### src/rtl/check_origin_axis_if.sv
// AXI-stream bundle shared by the origin-stream generator (master) and checker (slave).
interface axi_stream_inf #(
  parameter int DSIZE = 32
) (
  input logic aclk
);
  logic             aresetn;
  logic             aclken;
  logic             tvalid;
  logic             tready;
  logic [DSIZE-1:0] tdata;
  logic             tlast;

  modport master (input aclk, output aresetn, aclken, tvalid, tdata, tlast, input tready);
  modport slave  (input aclk, aresetn, aclken, tvalid, tdata, tlast, output tready);
endinterface

### src/rtl/check_origin_axis.sv
// Receive-side checker for origin test streams: per-frame data/length verdict plus statistics.
// Optional CHECK_ORIGIN_BP_EN gates tready in RECV with an LFSR to exercise upstream stalls.
module check_origin_axis #(
  parameter string MODE  = "RANGE",
  parameter int    DSIZE = 32
) (
  input  logic         clock,
  input  logic         rst,
  input  logic         enable,
  output logic         ready,
  input  logic [31:0]  length,
  input  logic [31:0]  start,
  axi_stream_inf.slave axis_in,
  output logic         done,
  output logic         pass,
  output logic         err_data,
  output logic         err_len,
  output logic [31:0]  err_index,
  output logic [31:0]  frame_cnt,
  output logic [15:0]  fail_cnt
);

  localparam bit FIXED_MODE = (MODE == "FIXED");

  typedef enum logic [1:0] {IDLE, RECV, REPORT} state_t;

  state_t      state, state_next;
  logic [31:0] lock_len, exp_val, beat_cnt, last_idx;
  logic        tready_int, bp_ok, arm, beat, mismatch, len_bad;

  // aclk is the same net as clock and aresetn is deliberately ignored.
  logic unused_ok;
  assign unused_ok = &{1'b0, axis_in.aclk, axis_in.aresetn};

`ifdef CHECK_ORIGIN_BP_EN
  logic [7:0] lfsr;

  // x^8+x^6+x^5+x^4+1, free-running so stall patterns do not repeat per frame.
  always_ff @(posedge clock) begin
    if (rst) lfsr <= 8'hA5;
    else     lfsr <= {lfsr[6:0], lfsr[7] ^ lfsr[5] ^ lfsr[4] ^ lfsr[3]};
  end
  assign bp_ok = lfsr[0];
`else
  assign bp_ok = 1'b1;
`endif

  assign arm      = enable && ready;
  assign beat     = (state == RECV) && axis_in.tvalid && tready_int && axis_in.aclken;
  assign mismatch = (axis_in.tdata != exp_val[DSIZE-1:0]);
  assign last_idx = lock_len - 32'd1;
  assign len_bad  = axis_in.tlast ? (beat_cnt != last_idx) : (beat_cnt >= last_idx);
  assign axis_in.tready = tready_int;

  always_ff @(posedge clock) begin
    if (rst) state <= IDLE;
    else     state <= state_next;
  end

  always_comb begin
    // NOTE: default first so every path assigns state_next and no latch is inferred.
    state_next = state;
    unique case (state)
      IDLE:    if (arm) state_next = RECV;
      RECV:    if (beat && axis_in.tlast) state_next = REPORT;
      REPORT:  state_next = IDLE;
      default: state_next = IDLE;
    endcase
  end

  // Outputs are gated by rst so everything reads 0 while reset is held.
  always_comb begin
    ready      = 1'b0;
    tready_int = 1'b0;
    done       = 1'b0;
    if (!rst) begin
      ready      = (state == IDLE);
      tready_int = (state == RECV) && bp_ok;
      done       = (state == REPORT);
    end
    pass = done && !err_data && !err_len;
  end

  always_ff @(posedge clock) begin
    // NOTE: non-blocking assignments keep every register sampling pre-edge values.
    if (rst) begin
      lock_len  <= '0;
      exp_val   <= '0;
      beat_cnt  <= '0;
      err_data  <= 1'b0;
      err_len   <= 1'b0;
      err_index <= '0;
      frame_cnt <= '0;
      fail_cnt  <= '0;
    end else begin
      if (arm) begin
        lock_len  <= (length == 32'd0) ? 32'd1 : length;
        exp_val   <= start;
        beat_cnt  <= '0;
        err_data  <= 1'b0;
        err_len   <= 1'b0;
        err_index <= '0;
      end
      if (beat) begin
        if (mismatch && !err_data) begin
          err_data  <= 1'b1;
          err_index <= beat_cnt;
        end
        if (len_bad) err_len <= 1'b1;
        if (!FIXED_MODE) exp_val <= exp_val + 32'd1;
        beat_cnt <= beat_cnt + 32'd1;
      end
      if (state == REPORT) begin
        frame_cnt <= frame_cnt + 32'd1;
        if ((err_data || err_len) && (fail_cnt != 16'hFFFF))
          fail_cnt <= fail_cnt + 16'd1;
      end
    end
  end

endmodule

### src/flat_wrapper.sv
// flat-port wrapper written by rule: the top's interface ports become plain ports
module check_origin_axis_flat 
#(
  parameter string MODE  = "     ",
  parameter int    DSIZE = 32
)
  (clock, rst, enable, ready, length, start, done, pass, err_data, err_len, err_index, frame_cnt, fail_cnt, aclk, axis_in_aresetn, axis_in_aclken, axis_in_tvalid, axis_in_tdata, axis_in_tlast, axis_in_tready);
  axi_stream_inf #(.DSIZE(DSIZE)) axis_in_i (.aclk(aclk));
  input  logic clock;
  input  logic rst;
  input  logic enable;
  output logic ready;
  input  logic [31:0] length;
  input  logic [31:0] start;
  output logic done;
  output logic pass;
  output logic err_data;
  output logic err_len;
  output logic [31:0] err_index;
  output logic [31:0] frame_cnt;
  output logic [15:0] fail_cnt;
  input wire logic aclk;
  input wire logic [$bits(axis_in_i.aresetn)-1:0] axis_in_aresetn;
  input wire logic [$bits(axis_in_i.aclken)-1:0] axis_in_aclken;
  input wire logic [$bits(axis_in_i.tvalid)-1:0] axis_in_tvalid;
  input wire logic [$bits(axis_in_i.tdata)-1:0] axis_in_tdata;
  input wire logic [$bits(axis_in_i.tlast)-1:0] axis_in_tlast;
  output wire logic [$bits(axis_in_i.tready)-1:0] axis_in_tready;
  assign axis_in_i.aresetn = axis_in_aresetn;
  assign axis_in_i.aclken = axis_in_aclken;
  assign axis_in_i.tvalid = axis_in_tvalid;
  assign axis_in_i.tdata = axis_in_tdata;
  assign axis_in_i.tlast = axis_in_tlast;
  assign axis_in_tready = axis_in_i.tready;
  check_origin_axis #(.MODE(MODE), .DSIZE(DSIZE)) u_core (.clock(clock), .rst(rst), .enable(enable), .ready(ready), .length(length), .start(start), .axis_in(axis_in_i), .done(done), .pass(pass), .err_data(err_data), .err_len(err_len), .err_index(err_index), .frame_cnt(frame_cnt), .fail_cnt(fail_cnt));
endmodule
### config.mk
export PLATFORM = sky130hd
export DESIGN_NAME = check_origin_axis_flat
export DESIGN_NICKNAME = d
export VERILOG_FILES = /design/src/rtl/check_origin_axis_if.sv /design/src/rtl/check_origin_axis.sv /design/src/flat_wrapper.sv
export SDC_FILE = /design/constraint.sdc
export NUM_CORES = 1
export LEC_CHECK = 0
export ABC_AREA = 1
export BUFFER_PORTS_ARGS = -buffer_cell sky130_fd_sc_hd__buf_2
export CORE_MARGIN = 2
export CORE_UTILIZATION = 50
export CTS_CLUSTER_SIZE = 24
export DETAILED_ROUTE_END_ITERATION = 8
export PLACE_DENSITY = 0.7
export SYNTH_ARGS = -nofsm -noshare
export SYNTH_HDL_FRONTEND = slang
export SYNTH_SLANG_ARGS = --single-unit
### constraint.sdc
create_clock -name clock -period 4.3 [get_ports clock]
set_input_delay 0.215 -clock clock [delete_from_list [all_inputs] [get_ports clock]]
set_output_delay 0.215 -clock clock [all_outputs]
set_load 0.02 [all_outputs]
==> metrics.md, run 1 <==
| Metric | Value |
|---|---|
| Status | completed |
| Commonest non-fill, non-tap cell in the layout | nand2_1 |
| Final Critical Period | a little under 3 ns |
| Fin. Hold Viols | 0 |
| Synth top area cells | dfxtp_1, nand2_1, nor2_1 |
| Critical Path Source Type | flop |
| Global-route wire length before repair | slightly above 50000 um |
| Yosys reg bits | between 150 and 200 |
| Gpl congestion | 0.907 |
| DR vias/cell | 5.25 |
| CP required | approximately 4.6 ns |
| EDFF count, synth | 0 |
| Slew headroom | 0.222 |
| Pins Over Slew Limit | 0 |
| Synthesized area | between 0.01 and 0.015 mm2 |
| Final setup TNS | 0 ns |
| CP Max Fanout | 3 |
| TritonCTS clock tree | done |
| GR Overflow Total | 0 |
| Syn_area_per_cell | between 6 and 7 um2 |
| Core Area | 0.0219 mm2 |
| Number of global-route vias before repair | 10693 |
| Most frequent cells in the layout | nand2_1, nor2_1, inv_1, buf_2, dfxtp_1 |
| Power density cells | between 300 and 400 mW/mm2 |
| Overall global routing resource usage | 0.262 |
| Setup-failing EPs final | 0 |
| Post-route cell area | roughly 0.013 mm2 |
| Post-DR wirelength/cell | roughly 14 um |
| Crit path arrival time | ~3.3 ns |
| I/O Pins | 190 |
| CTS H-Tree Depth | 4 |
| Worst IR Drop VDD | 0.000230 V |
| Drt total wl | around 31000 um |
| Setup crit end kind | flop |
| Syn nets | approximately 1900 |
| Die Span X | 154 um |
| Port Buf Inserts | between 150 and 200 |
| Starting Density | 0.511 |
| Max Cap Viol | 0 |
| Pre-antenna DRT Iters | 7 |
| P&R area growth vs syn | 15.6% |
| Number of antenna violations at the first check in global routing | 0 |
| # DRC | 0 |
| Highest Clock Rate | roughly 0.34 GHz |
| Synth cell types | 46 |
| Mapped Cells | between 1500 and 2000 |
| Dpl hpwl | 23000 um |
| Async SR Flop Fraction | 0 |
| ANT cells | 0 |
| Num rows | 54 |
| Placed inst area | 0.0123 mm2 |
| Vias | roughly 12000 |
| Slew @ Worst Pin | 1.17 ns |
| Clock latency on the worst-skew pair | between 0.4 and 0.5 ns |
| Fraction of layout cells with a size suffix above 1 | 0.137 |
| Seq/Total Area, Yosys | 0.322 |
| Syn. warnings | 0 |
| Num CTS Buffers | 17 |
| Skew final | between 0.01 and 0.015 ns |
| Layout net count | a little over 2000 |
| Setup CP Type | flop to flop |
| Period Utilization, post-route | 0.694 |
| Initial DRC Count | between 900 and 1000 |
| DIE HEIGHT | 154 um |
| Clock-pin slew of the registers on the worst-case setup and hold paths | 0.07 ns |
| Synth area leader | dfxtp_1 |
| Full die area | around 0.024 mm2 |
| Largest net degree at the start of global routing | 90 |
| RSZ-0062 raised after global routing | no |
| ANT nets after route | 0 |
| CTS sink cnt | 180 |
| Main synth FF type | dfxtp_1 |
| Worst min path class | input pin to flop |
| Clock buffer depth | 2 |
| Static Leak | between 5 and 6 nW |
| Top cell type's share of synthesized area | 0.322 |
| Root Driver | clkbuf_16 |
## final cells by class
| type | instances | area, um2 |
|---|---|---|
| Clock buffer | 17 | 425 |
| Clock inverter | 15 | 239 |
| Fill cell | 2209 | 8950 |
| Inverter | 193 | 724 |
| Multi-Input combinational cell | 1313 | 6600 |
| Sequential cell | 180 | 3600 |
| Tap cell | 280 | 350 |
| Timing Repair Buffer | 194 | 993 |
## cell families (layout without fill, tap and decap cells)
| family | count (synthesis) | after routing | share of synthesized area |
|---|---|---|---|
| and+or+nand+nor | 947 | 947 | 0.362 |
| buffers and inverters | 252 | 419 | 0.0884 |
| AOI/OAI and AO/OA | 234 | 234 | 0.112 |
| DFF | 180 | 180 | 0.322 |
| xor gates and xnor gates | 95 | 95 | 0.0744 |
| adders and majority gates | 37 | 37 | 0.0414 |
## critical path, stage by stage (launching register included)
cell and delay [ns]:
dfxtp_1 0.31, inv_1 0.12, ha_1 0.24, nand2_1 0.12, nor2_1 0.27, nand3_1 0.19
nor2_1 0.19, nand3_1 0.12, xor2_1 0.17, ha_1 0.27, nand2_1 0.04, nor2_1 0.16
nand3_1 0.09, nor2_1 0.16, nand2_1 0.09, o21ai_0 0.14, inv_1 0.05, nand2_1 0.06
a21oi_1 0.05
## registers in the layout (all words and copies together), names as in the netlist
signal and cells:
u_core.err_len 1, u_core.frame_cnt 32, u_core.state 2, u_core.beat_cnt 32, u_core.err_data 1, u_core.exp_val 32
u_core.fail_cnt 16, u_core.lock_len 32, u_core.err_index 32
## where the power goes
part / leakage [nW] / internal [mW] / switching (mW)
Sequential: 1.46 / 1.72 / 0.0599
Clock: 0.315 / 1.05 / 0.731
Combinational: 3.69 / 0.231 / 0.366
Total: 5.47 / 3.00 / 1.16
## final timing paths
path                    endpoint  slack (ns)           startpoint  depth (start not counted)
max               u_core.err_len        1.32   u_core.lock_len[0]                         18
min           u_core.exp_val[17]        0.03            start[17]                          3
max reg2reg       u_core.err_len        1.32   u_core.lock_len[0]                         18
min reg2reg  u_core.frame_cnt[2]        0.49  u_core.frame_cnt[2]                          2
## routing by layer
metal,global-route usage,wire [um],vias to the layer above
met5,0,0,-
met4,0.0682,408,0
met3,0.0406,1560,34
met2,0.459,15200,284
met1,0.336,13800,5242
li1,-,-,5943
## per-stage QoR
step | total power, mW | util | hold slack, ns | instances | worst slack (ns)
after floorplan | 2.24 | - | 0.326 | 1745 | 1.79
after global placement | 2.39 | 0.560 | 0.446 | 2159 | 1.37
after detailed placement | 2.41 | 0.560 | 0.445 | 2159 | 1.35
after CTS | 4.18 | 0.591 | 0.0188 | 2192 | 1.31
after global routing | 4.35 | 0.591 | 0.0178 | 2192 | 0.902
final | 4.15 | 0.591 | 0.0317 | 2192 | 1.32
## Yosys cell counts (2+ instances only)
| cell type | instances |
|---|---|
| a22oi_1 | 3 |
| nor3_1 | 55 |
| nand3_2 | 3 |
| nor2_1 | 217 |
| xnor2_1 | 54 |
| nand2_1 | 480 |
| nor3b_1 | 5 |
| a31oi_1 | 10 |
| nor4_1 | 8 |
| a221oi_1 | 4 |
| nor3_2 | 2 |
| xor2_1 | 41 |
| buf_2 | 26 |
| o22ai_1 | 2 |
| nor4_2 | 2 |
| a21oi_1 | 117 |
| ha_1 | 37 |
| nor2_4 | 2 |
| nand3_1 | 111 |
| clkbuf_1 | 29 |
| nor2_2 | 9 |
| o21ai_1 | 6 |
| dfxtp_1 | 180 |
| a21o_1 | 2 |
| a22o_1 | 2 |
| o21ai_0 | 78 |
| o31ai_1 | 2 |
| or2_2 | 4 |
| inv_2 | 6 |
| o211ai_1 | 3 |
| inv_1 | 187 |
| nand2_2 | 5 |
| buf_4 | 3 |
| nand4_1 | 35 |
| nand3b_1 | 4 |
## repair_timing
item,in CTS,in global routing
endpoints found under the hold margin,1,0
gates resized for setup,0,0
hold buffers,1,0
buffers inserted,0,0
endpoints found under the setup margin,0,0
No activity file was read; power rests on OpenSTA's default activity.
==> run 2: changes to the inputs <==
--- a/config.mk
+++ b/config.mk
@@ -5,13 +5,13 @@
 export SDC_FILE = /design/constraint.sdc
 export NUM_CORES = 1
 export LEC_CHECK = 0
-export ABC_AREA = 1
+export ABC_AREA = 0
 export BUFFER_PORTS_ARGS = -buffer_cell sky130_fd_sc_hd__buf_2
 export CORE_MARGIN = 2
 export CORE_UTILIZATION = 50
 export CTS_CLUSTER_SIZE = 24
 export DETAILED_ROUTE_END_ITERATION = 8
-export PLACE_DENSITY = 0.7
+export PLACE_DENSITY = 0.74
 export SYNTH_ARGS = -nofsm -noshare
 export SYNTH_HDL_FRONTEND = slang
 export SYNTH_SLANG_ARGS = --single-unit
==> constraint.sdc (replaced) <==
create_clock -name clock -period 2.62 [get_ports clock]
set_input_delay 0.131 -clock clock [delete_from_list [all_inputs] [get_ports clock]]
set_output_delay 0.131 -clock clock [all_outputs]
set_load 0.02 [all_outputs]
==> metrics.md, run 2 <==
| Metric | Value |
|---|---|
| Worst r2r dst | u_core.err_len (unchanged) |
| Max Cap Viol | 0 (unchanged) |
| Starting Density | 0.509 (was 0.511) |
| Crit path arrival time | 3.34 ns (was 3.26 ns) |
| Fin. Hold Viols | 0 (unchanged) |
| EDFF count, synth | 0 (unchanged) |
| Slew headroom | 0.285 (was 0.222) |
| Register-to-Register Path Depth | 10 (was 18) |
| Vias | 9839 (was 11503) |
| Clock buffer depth | 2 (unchanged) |
| DR vias/cell | 5.73 (was 5.25) |
| Worst Hold Depth | 3 (unchanged) |
| Pre-antenna DRT Iters | 5 (was 7) |
| P&R area growth vs syn | 28.5% (was 15.6%) |
| Port Buf Inserts | 187 (unchanged) |
| Num CTS Buffers | 17 (unchanged) |
| Overall global routing resource usage | 0.266 (was 0.262) |
| Die Span X | 145 um (was 154 um) |
| Failing checks | setup timing |
| CTS H-Tree Depth | 4 (unchanged) |
| Clock latency on the worst-skew pair | 0.43 ns (about the same) |
| Pre-CTS WS | -0.403 ns (was 1.35 ns) |
| Skew final | 0.0106 ns (was 0.0136 ns) |
| Syn. warnings | 0 (unchanged) |
| Fillers | 1598 (was 2209) |
| Syn nets | 1322 (was 1886) |
| Largest net degree at the start of global routing | 193 (was 90) |
| Core Area | 0.0195 mm2 (was 0.0219 mm2) |
| ANT nets after route | 0 (unchanged) |
| Worst setup margin | -0.380 ns (was 1.32 ns) |
| Slew @ Worst Pin | 1.07 ns (was 1.17 ns) |
| Flop2flop setup slack | -0.38 ns (was 1.32 ns) |
| RSZ-0062 raised after global routing | yes (was no) |
| ANT cells | 0 (unchanged) |
| CP required | 2.96 ns (was 4.57 ns) |
| Number of antenna violations at the first check in global routing | 0 (unchanged) |
| Status | finished, violations left (was completed) |
| Synthesized area | 0.00991 mm2 (was 0.0112 mm2) |
| Gpl congestion | 0.887 (was 0.907) |
| Hold Path Sink | u_core.exp_val[5] (was u_core.exp_val[17]) |
| Synth top area cells | dfxtp_1, xnor2_1, nand2_1 (was dfxtp_1, nand2_1, nor2_1) |
| Fraction of layout cells with a size suffix above 1 | 0.244 (was 0.137) |
| Yosys reg bits | 180 (unchanged) |
| Seq/Total Area, Yosys | 0.364 (was 0.322) |
| Synth area leader | dfxtp_1 (unchanged) |
| Drt total wl | 28400 um (was 31000 um) |
| Async SR Flop Fraction | 0 (unchanged) |
| Top-count cell post-synth | dfxtp_1 (was nand2_1) |
| Power consumption | 6.67 mW (was 4.15 mW) |
| Number of global-route vias before repair | 9261 (was 10693) |
| Setup-failing EPs final | 1 (was 0) |
| Worst IR Drop VDD | 0.000524 V (was 0.000230 V) |
| Setup CP Type | flop to flop (unchanged) |
| Syn_area_per_cell | 8.39 um2 (was 6.41 um2) |
| Seq. cell area | 0.00360 mm2 (unchanged) |
| TritonCTS clock tree | done (unchanged) |
| Clock-pin slew of the registers on the worst-case setup and hold paths | 0.07 ns (about the same) |
| Dpl hpwl | 20100 um (was 23000 um) |
| Top cell type's share of synthesized area | 0.364 (was 0.322) |
| Commonest non-fill, non-tap cell in the layout | buf_2 (was nand2_1) |
| GR Overflow Total | 0 (unchanged) |
| Initial DRC Count | 588 (was 928) |
| Main synth FF type | dfxtp_1 (unchanged) |
| Worst min path class | input pin to flop (unchanged) |
| Area of the multi-input gates | 0.00612 mm2 (was 0.00660 mm2) |
| Beginning of the worst hold path | start[5] (was start[17]) |
| DIE HEIGHT | 145 um (was 154 um) |
| Pins Over Slew Limit | 0 (unchanged) |
| Commonest cells in the netlist | dfxtp_1, nand2_1, nor2_1, a21oi_1, xnor2_1 (was nand2_1, nor2_1, inv_1, dfxtp_1, a21oi_1) |
| Root Driver | clkbuf_16 (unchanged) |
| Setup crit end kind | flop (unchanged) |
| Post-DR wirelength/cell | 16.5 um (was 14.1 um) |
| # DRC | 0 (unchanged) |
| Power density cells | 524 mW/mm2 (was 321 mW/mm2) |
| Period Utilization, post-route | 1.15 (was 0.694) |
| Final setup TNS | -0.380 ns (was 0 ns) |
| CP Max Fanout | 4 (was 3) |
| Most frequent cells in the layout | buf_2, dfxtp_1, nand2_1, nor2_1, a21oi_1 (was nand2_1, nor2_1, inv_1, buf_2, dfxtp_1) |
| Static Leak | 5.05 nW (was 5.47 nW) |
| I/O Pins | 190 (unchanged) |
| Synth cell types | 66 (was 46) |
| CTS sink cnt | 180 (unchanged) |
| Highest Clock Rate | 0.333 GHz (was 0.335 GHz) |
| Full die area | 0.0210 mm2 (was 0.0236 mm2) |
| Global-route wire length before repair | 44400 um (was 51600 um) |
| Reg-to-Reg Start | u_core.lock_len[4] (was u_core.lock_len[0]) |
| Critical Path Source Type | flop (unchanged) |
| Final Critical Period | 3.00 ns (was 2.98 ns) |
| Num rows | 51 (was 54) |
| Mapped Cells | 1181 (was 1745) |
| Layout net count | 1581 (was 2040) |
-- run 2: through the flow --
stage	instance area, um2	std cells	util	hold slack (ns)
2_1_floorplan	10000	1181	-	0.230
3_3_place_gp	11600	1633	0.594	0.350
3_5_place_dp	11600	1633	0.594	0.354
4_1_cts	12700	1717	0.654	0.00535
5_1_grt	12700	1717	0.655	0.00351
6_report	12700	1717	0.655	0.0154
-- run 2: layout make-up --
| class | count | area share |
|---|---|---|
| clock buffer | 19 | 0.0348 |
| clock inverter | 12 | 0.0133 |
| inverter | 15 | 0.00481 |
| multi-input combinational | 918 | 0.481 |
| sequential | 180 | 0.283 |
| tap | 265 | 0.0260 |
| timing repair buffer | 308 | 0.158 |
-- run 2: routing by layer --
layer | vias to the layer above | track usage | part of all wire
met5 | - | 0 | 0
met4 | 0 | 0.0777 | 0.019
met3 | 40 | 0.0448 | 0.064
met2 | 345 | 0.464 | 0.48
met1 | 4607 | 0.338 | 0.44
li1 | 4847 | - | -
-- run 2: cells by family after synthesis --
| logic type | synth area share |
|---|---|
| compound gates | 0.133 |
| xor+xnor | 0.0892 |
| fa+ha+maj | 0.0467 |
| buf+inv | 0.0329 |
| flops | 0.364 |
| mux | 0.0492 |
| simple gates | 0.286 |
-- run 2: power breakdown --
group	internal (mW)	switching, mW	total [mW]
clock	1.55	1.14	2.68
sequential	2.79	0.0685	2.86
combinational	0.544	0.588	1.13
total	4.88	1.79	6.67
-- run 2: critical path, stage by stage, from the launching register on --
cell and delay, ns:
dfxtp_1 0.31, or3_4 0.39, or4_4 0.49, nor3_4 0.26, nand2_1 0.09, xor2_1 0.15, ha_1 0.30, nand4_1 0.20
nor4_4 0.35, o31ai_1 0.13, a311oi_1 0.25
-- run 2: worst max path at each step --
stage | startpoint | endpoint | slack, ns | cells after the start
after global placement | u_core.lock_len[4] | u_core.err_len | -0.33 | 11
after CTS | u_core.lock_len[4] | u_core.err_len | -0.39 | 10
after floorplan | u_core.lock_len[4] | u_core.err_len | -0.22 | 11
after detailed placement | u_core.lock_len[4] | u_core.err_len | -0.40 | 10
final | u_core.lock_len[4] | u_core.err_len | -0.38 | 10
after global routing | u_core.lock_len[4] | u_core.err_len | -0.52 | 11
-- run 2: repair_timing --
item / in CTS / in global routing
hold buffers: 53 / 0
resized for setup: 2 / 2
hold endpoints to repair: 53 / 0
buffers inserted: 0 / 0
setup endpoints to repair: 1 / 1
pin swaps: 0 / 4
